**src/rtl/eth_pcs_tx_gearbox_pkg.sv**
```systemverilog
// Shared PCS widths and block type for the 64b/66b transmit path.
// The sync header sits in the low bits so it is transmitted first.
package eth_pcs_params;
    localparam int W_SYNC     = 2;
    localparam int W_BLK_PLD  = 64;
    localparam int W_GB_OUT   = 64;
    localparam int GB_SEQ_LEN = 33;
    localparam int W_GB_SEQ   = $clog2(GB_SEQ_LEN);
    localparam int W_BLK      = W_BLK_PLD + W_SYNC;

    localparam logic [W_GB_SEQ-1:0] GB_SEQ_LAST = W_GB_SEQ'(GB_SEQ_LEN - 1);

    typedef struct packed {
        logic [W_BLK_PLD-1:0] payload;
        logic [W_SYNC-1:0]    sync;
    } eth_blk_t;
endpackage

```
**src/rtl/eth_pcs_tx_gearbox.sv**
```systemverilog
// 66b -> 64b TX gearbox: 32 blocks become 33 words; the last word of each
// frame flushes the 64-bit leftover while upstream is held off.
module eth_pcs_tx_gearbox
    import eth_pcs_params::*;
(
    input  logic                 i_clk,
    input  logic                 i_reset,
    input  logic                 i_valid,
    input  logic [W_SYNC-1:0]    i_sync_hdr,
    input  logic [W_BLK_PLD-1:0] i_data,
    output logic                 o_ready,
    output logic [W_GB_OUT-1:0]  o_data,
    output logic                 o_valid
);
    localparam int W_COMB = 2 * W_GB_OUT;

    logic [W_GB_SEQ-1:0] seq_reg, seq_next;
    logic [W_GB_OUT-1:0] left_reg, left_next;
    logic [W_GB_OUT-1:0] data_reg, data_next;
    logic                valid_reg, valid_next;

    eth_blk_t            blk;
    logic [W_GB_SEQ-1:0] shamt;
    logic [W_COMB-1:0]   comb;

    assign o_ready = (seq_reg != GB_SEQ_LAST);
    assign o_data  = data_reg;
    assign o_valid = valid_reg;

    always_comb begin
        blk.payload = i_data;
        blk.sync    = i_sync_hdr;
        // Leftover holds 2k bits at step k, so the new block lands at bit 2k.
        shamt       = {seq_reg[W_GB_SEQ-2:0], 1'b0};
        comb        = {{(W_COMB-W_GB_OUT){1'b0}}, left_reg} | (W_COMB'(blk) << shamt);

        seq_next   = seq_reg;
        left_next  = left_reg;
        data_next  = data_reg;
        valid_next = 1'b0;

        if (seq_reg == GB_SEQ_LAST) begin
            data_next  = left_reg;
            valid_next = 1'b1;
            left_next  = '0;
            seq_next   = '0;
        end else if (i_valid) begin
            data_next  = comb[W_GB_OUT-1:0];
            valid_next = 1'b1;
            left_next  = comb[W_COMB-1:W_GB_OUT];
            seq_next   = seq_reg + 1'b1;
        end
    end

    always_ff @(posedge i_clk) begin
        if (i_reset) begin
            seq_reg   <= '0;
            left_reg  <= '0;
            data_reg  <= '0;
            valid_reg <= 1'b0;
        end else begin
            seq_reg   <= seq_next;
            left_reg  <= left_next;
            data_reg  <= data_next;
            valid_reg <= valid_next;
        end
    end
endmodule

```
**config.mk**
```make
export PLATFORM = sky130hd
export DESIGN_NAME = eth_pcs_tx_gearbox
export DESIGN_NICKNAME = d
export VERILOG_FILES = /design/src/rtl/eth_pcs_tx_gearbox_pkg.sv /design/src/rtl/eth_pcs_tx_gearbox.sv
export SDC_FILE = /design/constraint.sdc
export NUM_CORES = 1
export LEC_CHECK = 0
export ABC_AREA = 1
export ABC_CLOCK_PERIOD_IN_PS = 3300
export BUFFER_PORTS_ARGS = -buffer_cell sky130_fd_sc_hd__buf_2
export CORE_MARGIN = 2
export CORE_UTILIZATION = 50
export CTS_CLUSTER_SIZE = 14
export DETAILED_ROUTE_END_ITERATION = 7
export PLACE_DENSITY = 0.71
export RECOVER_POWER = 25
export SLEW_MARGIN = 20
export SYNTH_ARGS = -nofsm -noshare
export SYNTH_HDL_FRONTEND = slang
export SYNTH_SLANG_ARGS = --single-unit
export TNS_END_PERCENT = 5
```
**constraint.sdc**
```tcl
create_clock -name i_clk -period 3.3 [get_ports i_clk]
set_input_delay 0.165 -clock i_clk [delete_from_list [all_inputs] [get_ports i_clk]]
set_output_delay 0.165 -clock i_clk [all_outputs]
set_load 0.005 [all_outputs]
```
==> results of run 1 <==
[kinds of logic after synthesis]
| group | count (synthesis) | synth area share |
|---|---|---|
| adder cells (fa/ha/maj) | 2 | 0.00279 |
| buffers and inverters | 178 | 0.0872 |
| AND/OR/NAND/NOR | 985 | 0.497 |
| AO/OA/AOI/OAI | 192 | 0.113 |
| flip-flops | 135 | 0.301 |
[cells in the mapped netlist (all sizes together)]
cell type | number | area [um^2]
ha | 2 | 25.0
clkbuf | 51 | 193
nor3 | 3 | 20.0
nand4 | 16 | 100
inv | 56 | 210
o21ai | 70 | 350
buf | 70 | 377
a21oi | 94 | 470
clkinv | 1 | 3.75
nand3 | 519 | 2610
nand2 | 337 | 1270
nor3b | 2 | 15.0
or2 | 12 | 75.1
a22oi | 2 | 15.0
o211ai | 6 | 45.0
nor2 | 96 | 373
dfxtp | 135 | 2700
o21a | 3 | 22.5
a31oi | 15 | 93.8
a211oi | 2 | 15.0
[how the worst max path moves through the flow]
stage | endpoint | slack [ns] | depth (start not counted)
2_1_floorplan | o_data[48] | 1.32 | 12
3_3_place_gp | left_reg[36] | 0.96 | 7
3_5_place_dp | left_reg[36] | 0.95 | 7
4_1_cts | seq_reg[4] | 0.95 | 7
5_1_grt | o_data[43] | 0.75 | 9
6_report | seq_reg[4] | 0.86 | 7
[where the power goes]
part	internal, mW	total, mW	switching (mW)	leakage [nW]
Combinational	0.318	1.07	0.757	3.28
Sequential	1.71	1.75	0.0385	1.11
Clock	1.09	1.95	0.863	0.286
Total	3.12	4.78	1.66	4.68
[per-stage QoR]
stage	total power [mW]	setup slack (ns)
floorplan	2.44	1.32
global placement	2.82	0.964
detailed placement	2.83	0.946
CTS	4.75	0.952
global route	4.95	0.751
finish	4.78	0.862
[per-layer routing]
metal | wire length (um) | global-route usage | up-vias
met3 | 4270 | 0.0980 | 155
met5 | 0 | 0 | -
met1 | 15800 | 0.535 | 5153
met4 | 2970 | 0.250 | 0
li1 | - | - | 5221
met2 | 17200 | 0.631 | 778
[cell usage in the layout, fill, tap and decap left out, drive strengths merged, types with 4 or more instances in the layout]
master  instances
clkbuf         44
or2            12
nand3         519
o21ai          70
inv            64
clkinv          4
buf           127
nand4          16
a31oi          15
o211ai          6
a21oi          94
dfxtp         135
nand2         337
nor2           96
[cell type report]
class / count / share of cell area
Inverter: 57 / 0.0213
Timing Repair Buffer: 154 / 0.0805
Sequential cell: 135 / 0.268
Clock inverter: 14 / 0.0150
Multi-Input combinational cell: 1179 / 0.544
Clock buffer: 18 / 0.0434
Tap cell: 229 / 0.0283
==> reports/qor.txt, run 1 <==
status = complete, no violations
GR Overflow Total = 0
Worst-Skew Late Latency = 0.44 ns
Post-CTS Resized = 0
Worst-Margin Slew = 0.887 ns
CP max-delay cell = inv_2
DP Area = 9550 um^2
Die Y = 138 um
Hold-fix buffers, CTS = 1
setup_tns = 0 ns
initial antenna violation count = 0
Max Transition Viols Final = 0
Min-Delay Path Depth = 2
flops & latches, synth = 135
Startpoint Class = flop
Worst R2R Setup Slack = 0.86 ns
register area = 2710 um^2
Final Non-Filler Cells = 1786
critical path fanouts, max = 31
io pins = 135
crit-path most repeated cell = inv_2
YS warnings = 0
Die Width = 138 um
FF-to-FF End = seq_reg[4]
Design Area, Final = 10100 um^2
Filler cells = 1864
Tmin final = 2.44 ns
sequential share of the synthesized area = 0.301
f_max = 0.410 GHz
Max VDD drop = 0.000393 V
Hold Path Sink = seq_reg[0]
final hold violations = 0
Worst Reg-to-Reg Cells = 7
drt wl/cell = 22.5 um
cell chain of the critical path = inv_2, nand3_4, inv_2, nor2_4, inv_2, buf_4, nor3_1
TritonRoute pass-1 iters = 8
Mapped Nets = 1563
P_leak = 4.68 nW
Post-Syn Instances = 1492
Relative slew margins = 0.408
Core Util, Final = 0.569
Clock Path Buffers = 2
Nets = 1615
multi-input combinational cell area = 5510 um^2
max incr delay on CP = 0.49 ns
crit path from = seq_reg[4]
DIE AREA = 19100 um^2
vias in the first global route = 10300
global-route wire length before repair = 61.2 mm
DR vias/cell = 6.33
GPL Wtd Cong = 1.03
final setup fails = 0
Final HPWL DP = 29.5 mm
IO buf count = 134
pwr dens = 472 nW/um^2
Post-CTS Setup Inserts = 0
Hold Crit Class = in2reg
Crit path required time = 3.61 ns
Critical path buffers and inverters = 4
Setup Crit Path Kind = reg2reg
Synth Area per Inst = 6.02 um^2
crit-path leading delay family = buffers and inverters
CP Capture Type = flop
Cell variety after synth = 32
htree depth = 4
Post-Syn Area = 8980 um^2
CTS Buf Count = 17
P&R area growth vs syn = 12.6%
number of diodes = 0
DR iter-0 viols = 1742
Clock Skews = 0.00877 ns
root buf cell = clkbuf_16
core area = 17800 um^2
Sink Count = 135
Detailed Route WL = 40.3 mm
layout cells sized above 1 = 0.120
clock-pin slew on the worst setup and hold paths = 0.07 ns
CTS tree = built
DR vias = 11300
Remaining DRCs = 0
r2r startpoint = seq_reg[4]
initial core utilization = 0.505
antenna viol nets, final = 0
Worst EP arrival = 2.75 ns
placed insts = 1753
Worst Hold Slack = 0.106 ns
Final period util = 0.739
Max-cap violations = 0
total track usage = 0.415
RSZ-0062 raised after global routing = false
largest net degree at the start of global routing = 98
min-delay src = i_valid
row count = 49
No activity file was read; power rests on OpenSTA's default activity.
==> run 2, diff against run 1 <==
ABC_AREA = 0   (was 1)
ABC_CLOCK_PERIOD_IN_PS = 2470   (was 3300)
clock period = 2.47 ns   (was 3.3 ns; I/O delays follow)
==> run 2 against run 1 <==
  * Total power up 45%
  * Worst hold slack got worse by 0.056 ns
  * Critical endpoint is now left_reg[33]
  * Synthesized area increased by 11%
  * Final area grew 17%
  * Sequential cell count unchanged
==> reports/qor.txt, run 2 <==
status = complete, no violations
count leader, synth = nor2_1
switching share of total power = 0.354
Worst-Margin Slew = 1.16 ns
Crit path required time = 2.80 ns
Detailed Route WL = 42.8 mm
root buf cell = clkbuf_16
Max VDD drop = 0.000418 V
clock-pin slew on the worst setup and hold paths = 0.07 ns
min-delay src = i_data[63]
Reg power frac = 0.343
P&R area growth vs syn = 18.3%
Post-Syn Instances = 1076
GR Overflow Total = 0
f_max = 0.410 GHz
Final period util = 0.988
Setup Crit Path Kind = reg2reg
Clk pwr share = 0.360
DR vias = 10300
Hold-fix buffers, CTS = 0
cell chain of the critical path = buf_12, mux4_1, mux2i_2, a221o_1, o2bb2ai_1, and2_1
Die Y = 145 um
IO buf count = 134
most common cell after layout, fill and taps aside = nor2_1
CP max-delay cell = mux4_1
core area = 19500 um^2
TritonRoute pass-1 iters = 6
Mapped Nets = 1147
critical path fanouts, max = 40
max incr delay on CP = 0.67 ns
DR iter-0 viols = 1233
Filler cells = 1753
htree depth = 4
Tmin final = 2.44 ns
FF-to-FF End = left_reg[33]
Post-synth EDFFs = 0
Synth top cells by count = nor2_1, dfxtp_1, mux2i_1
global-route wire length before repair = 63.3 mm
Worst EP arrival = 2.77 ns
final hold violations = 0
ys async rst share = 0
Worst R2R Setup Slack = 0.03 ns
Synth Area per Inst = 9.28 um^2
sequential share of the synthesized area = 0.271
antenna viol nets, final = 0
top_reg_cell synth = dfxtp_1
Clock Path Buffers = 2
Remaining DRCs = 0
post-synth top area share = 0.271
pwr dens = 585 nW/um^2
Sink Count = 135
DIE AREA = 21100 um^2
Clock Skews = 0.00655 ns
largest cells by area after synthesis = dfxtp_1, mux4_2, mux2i_1
layout cells sized above 1 = 0.307
initial core utilization = 0.512
Max Transition Viols Final = 0
Core Util, Final = 0.605
Min-Delay Path Depth = 3
YS warnings = 0
Nets = 1290
number of diodes = 0
Combinational Power Share = 0.297
Max-cap violations = 0
Relative slew margins = 0.223
Worst Reg-to-Reg Cells = 6
r2r startpoint = seq_reg[1]
initial antenna violation count = 0
largest net degree at the start of global routing = 49
Hold Crit Class = in2reg
placed insts = 1465
RSZ-0062 raised after global routing = true
Post-Syn Area = 9990 um^2
CTS Buf Count = 17
area leader, netlist = dfxtp_1
Post-CTS Setup Inserts = 0
P_leak = 4.43 nW
crit-path leading delay family = multiplexers
Die Width = 145 um
drt wl/cell = 28.6 um
GPL Wtd Cong = 1.02
DR vias/cell = 6.88
cell internal pwr = 4.47 mW
row count = 51
Worst-Skew Late Latency = 0.43 ns
CTS tree = built
switching power = 2.45 mW
Hold Path Sink = left_reg[31]
Final HPWL DP = 32.7 mm
final setup fails = 0
total track usage = 0.399
Cell variety after synth = 68
io pins = 135
commonest non-fill, non-tap cells in the layout = nor2_1, dfxtp_1, buf_2, buf_4, mux2i_1
Critical path buffers and inverters = 1
CP Capture Type = flop
Final Non-Filler Cells = 1497
Startpoint Class = flop
flops & latches, synth = 135
vias in the first global route = 9516
## run 2: power by group through the flow
| stage | registers (mW) | clock network (mW) | logic [mW] |
|---|---|---|---|
| after detailed placement | 2.42 | 0 | 1.97 |
| after global placement | 2.42 | 0 | 1.98 |
| final | 2.38 | 2.49 | 2.05 |
| after floorplan | 2.41 | 0 | 1.15 |
| after global routing | 2.39 | 2.60 | 2.13 |
| after CTS | 2.37 | 2.49 | 1.98 |
## run 2: worst min-delay path: stages
cell and delay, ns:
buf_2 0.16, nand3_1 0.10, a21oi_1 0.06
## run 2: logic make-up (layout without fill, tap and decap cells)
| family | Yosys count | after routing | synth area share |
|---|---|---|---|
| and+or+nand+nor | 325 | 325 | 0.145 |
| AOI/OAI and AO/OA | 299 | 299 | 0.212 |
| muxes | 197 | 197 | 0.302 |
| DFF | 135 | 135 | 0.271 |
| buffers and inverters | 113 | 269 | 0.0633 |
| xor gates and xnor gates | 5 | 5 | 0.00438 |
| adders and majority gates | 2 | 2 | 0.00250 |
## run 2: layout make-up
type | count | area, um^2 | area share
Tap cell | 265 | 332 | 0.0281
Sequential cell | 135 | 2720 | 0.230
Inverter | 10 | 38.8 | 0.00328
Clock buffer | 17 | 425 | 0.0360
Clock inverter | 15 | 133 | 0.0112
Timing Repair Buffer | 227 | 1460 | 0.124
Multi-Input combinational cell | 828 | 6710 | 0.568
## run 2: worst max path at each step
stage	start	slack, ns	depth (start not counted)	endpoint
finish	seq_reg[1]	0.03	6	left_reg[33]
global placement	seq_reg[1]	-0.03	6	o_data[35]
floorplan	seq_reg[0]	0.002	11	o_data[43]
global route	seq_reg[1]	-0.07	6	o_data[47]
detailed placement	seq_reg[1]	-0.04	7	o_data[29]
CTS	seq_reg[1]	0.002	7	o_data[28]
## run 2: metrics by stage
stage	setup WS (ns)	cell area (um^2)	power (mW)	TNS (ns)	hold slack [ns]
3_5_place_dp	-0.0427	11200	4.39	-0.0539	0.455
6_report	0.0285	11800	6.92	0	0.0502
2_1_floorplan	0.00231	10000	3.56	0	0.285
3_3_place_gp	-0.0252	11200	4.39	-0.0428	0.451
4_1_cts	0.00232	11800	6.85	0	0.0418
5_1_grt	-0.0663	11800	7.12	-0.507	0.0593
## run 2: per-layer routing
metal | share of wire | track usage | wire length [um]
met1 | 0.41 | 0.577 | 17600
met2 | 0.42 | 0.583 | 18200
met3 | 0.12 | 0.0853 | 5130
met4 | 0.046 | 0.157 | 1970
met5 | 0 | 0 | 0
## run 2: what timing repair did
item | 4_1_cts | 5_1_grt
resized for setup | 3 | 9
endpoints found under the setup margin | 3 | 29
hold endpoints to repair | 0 | 0
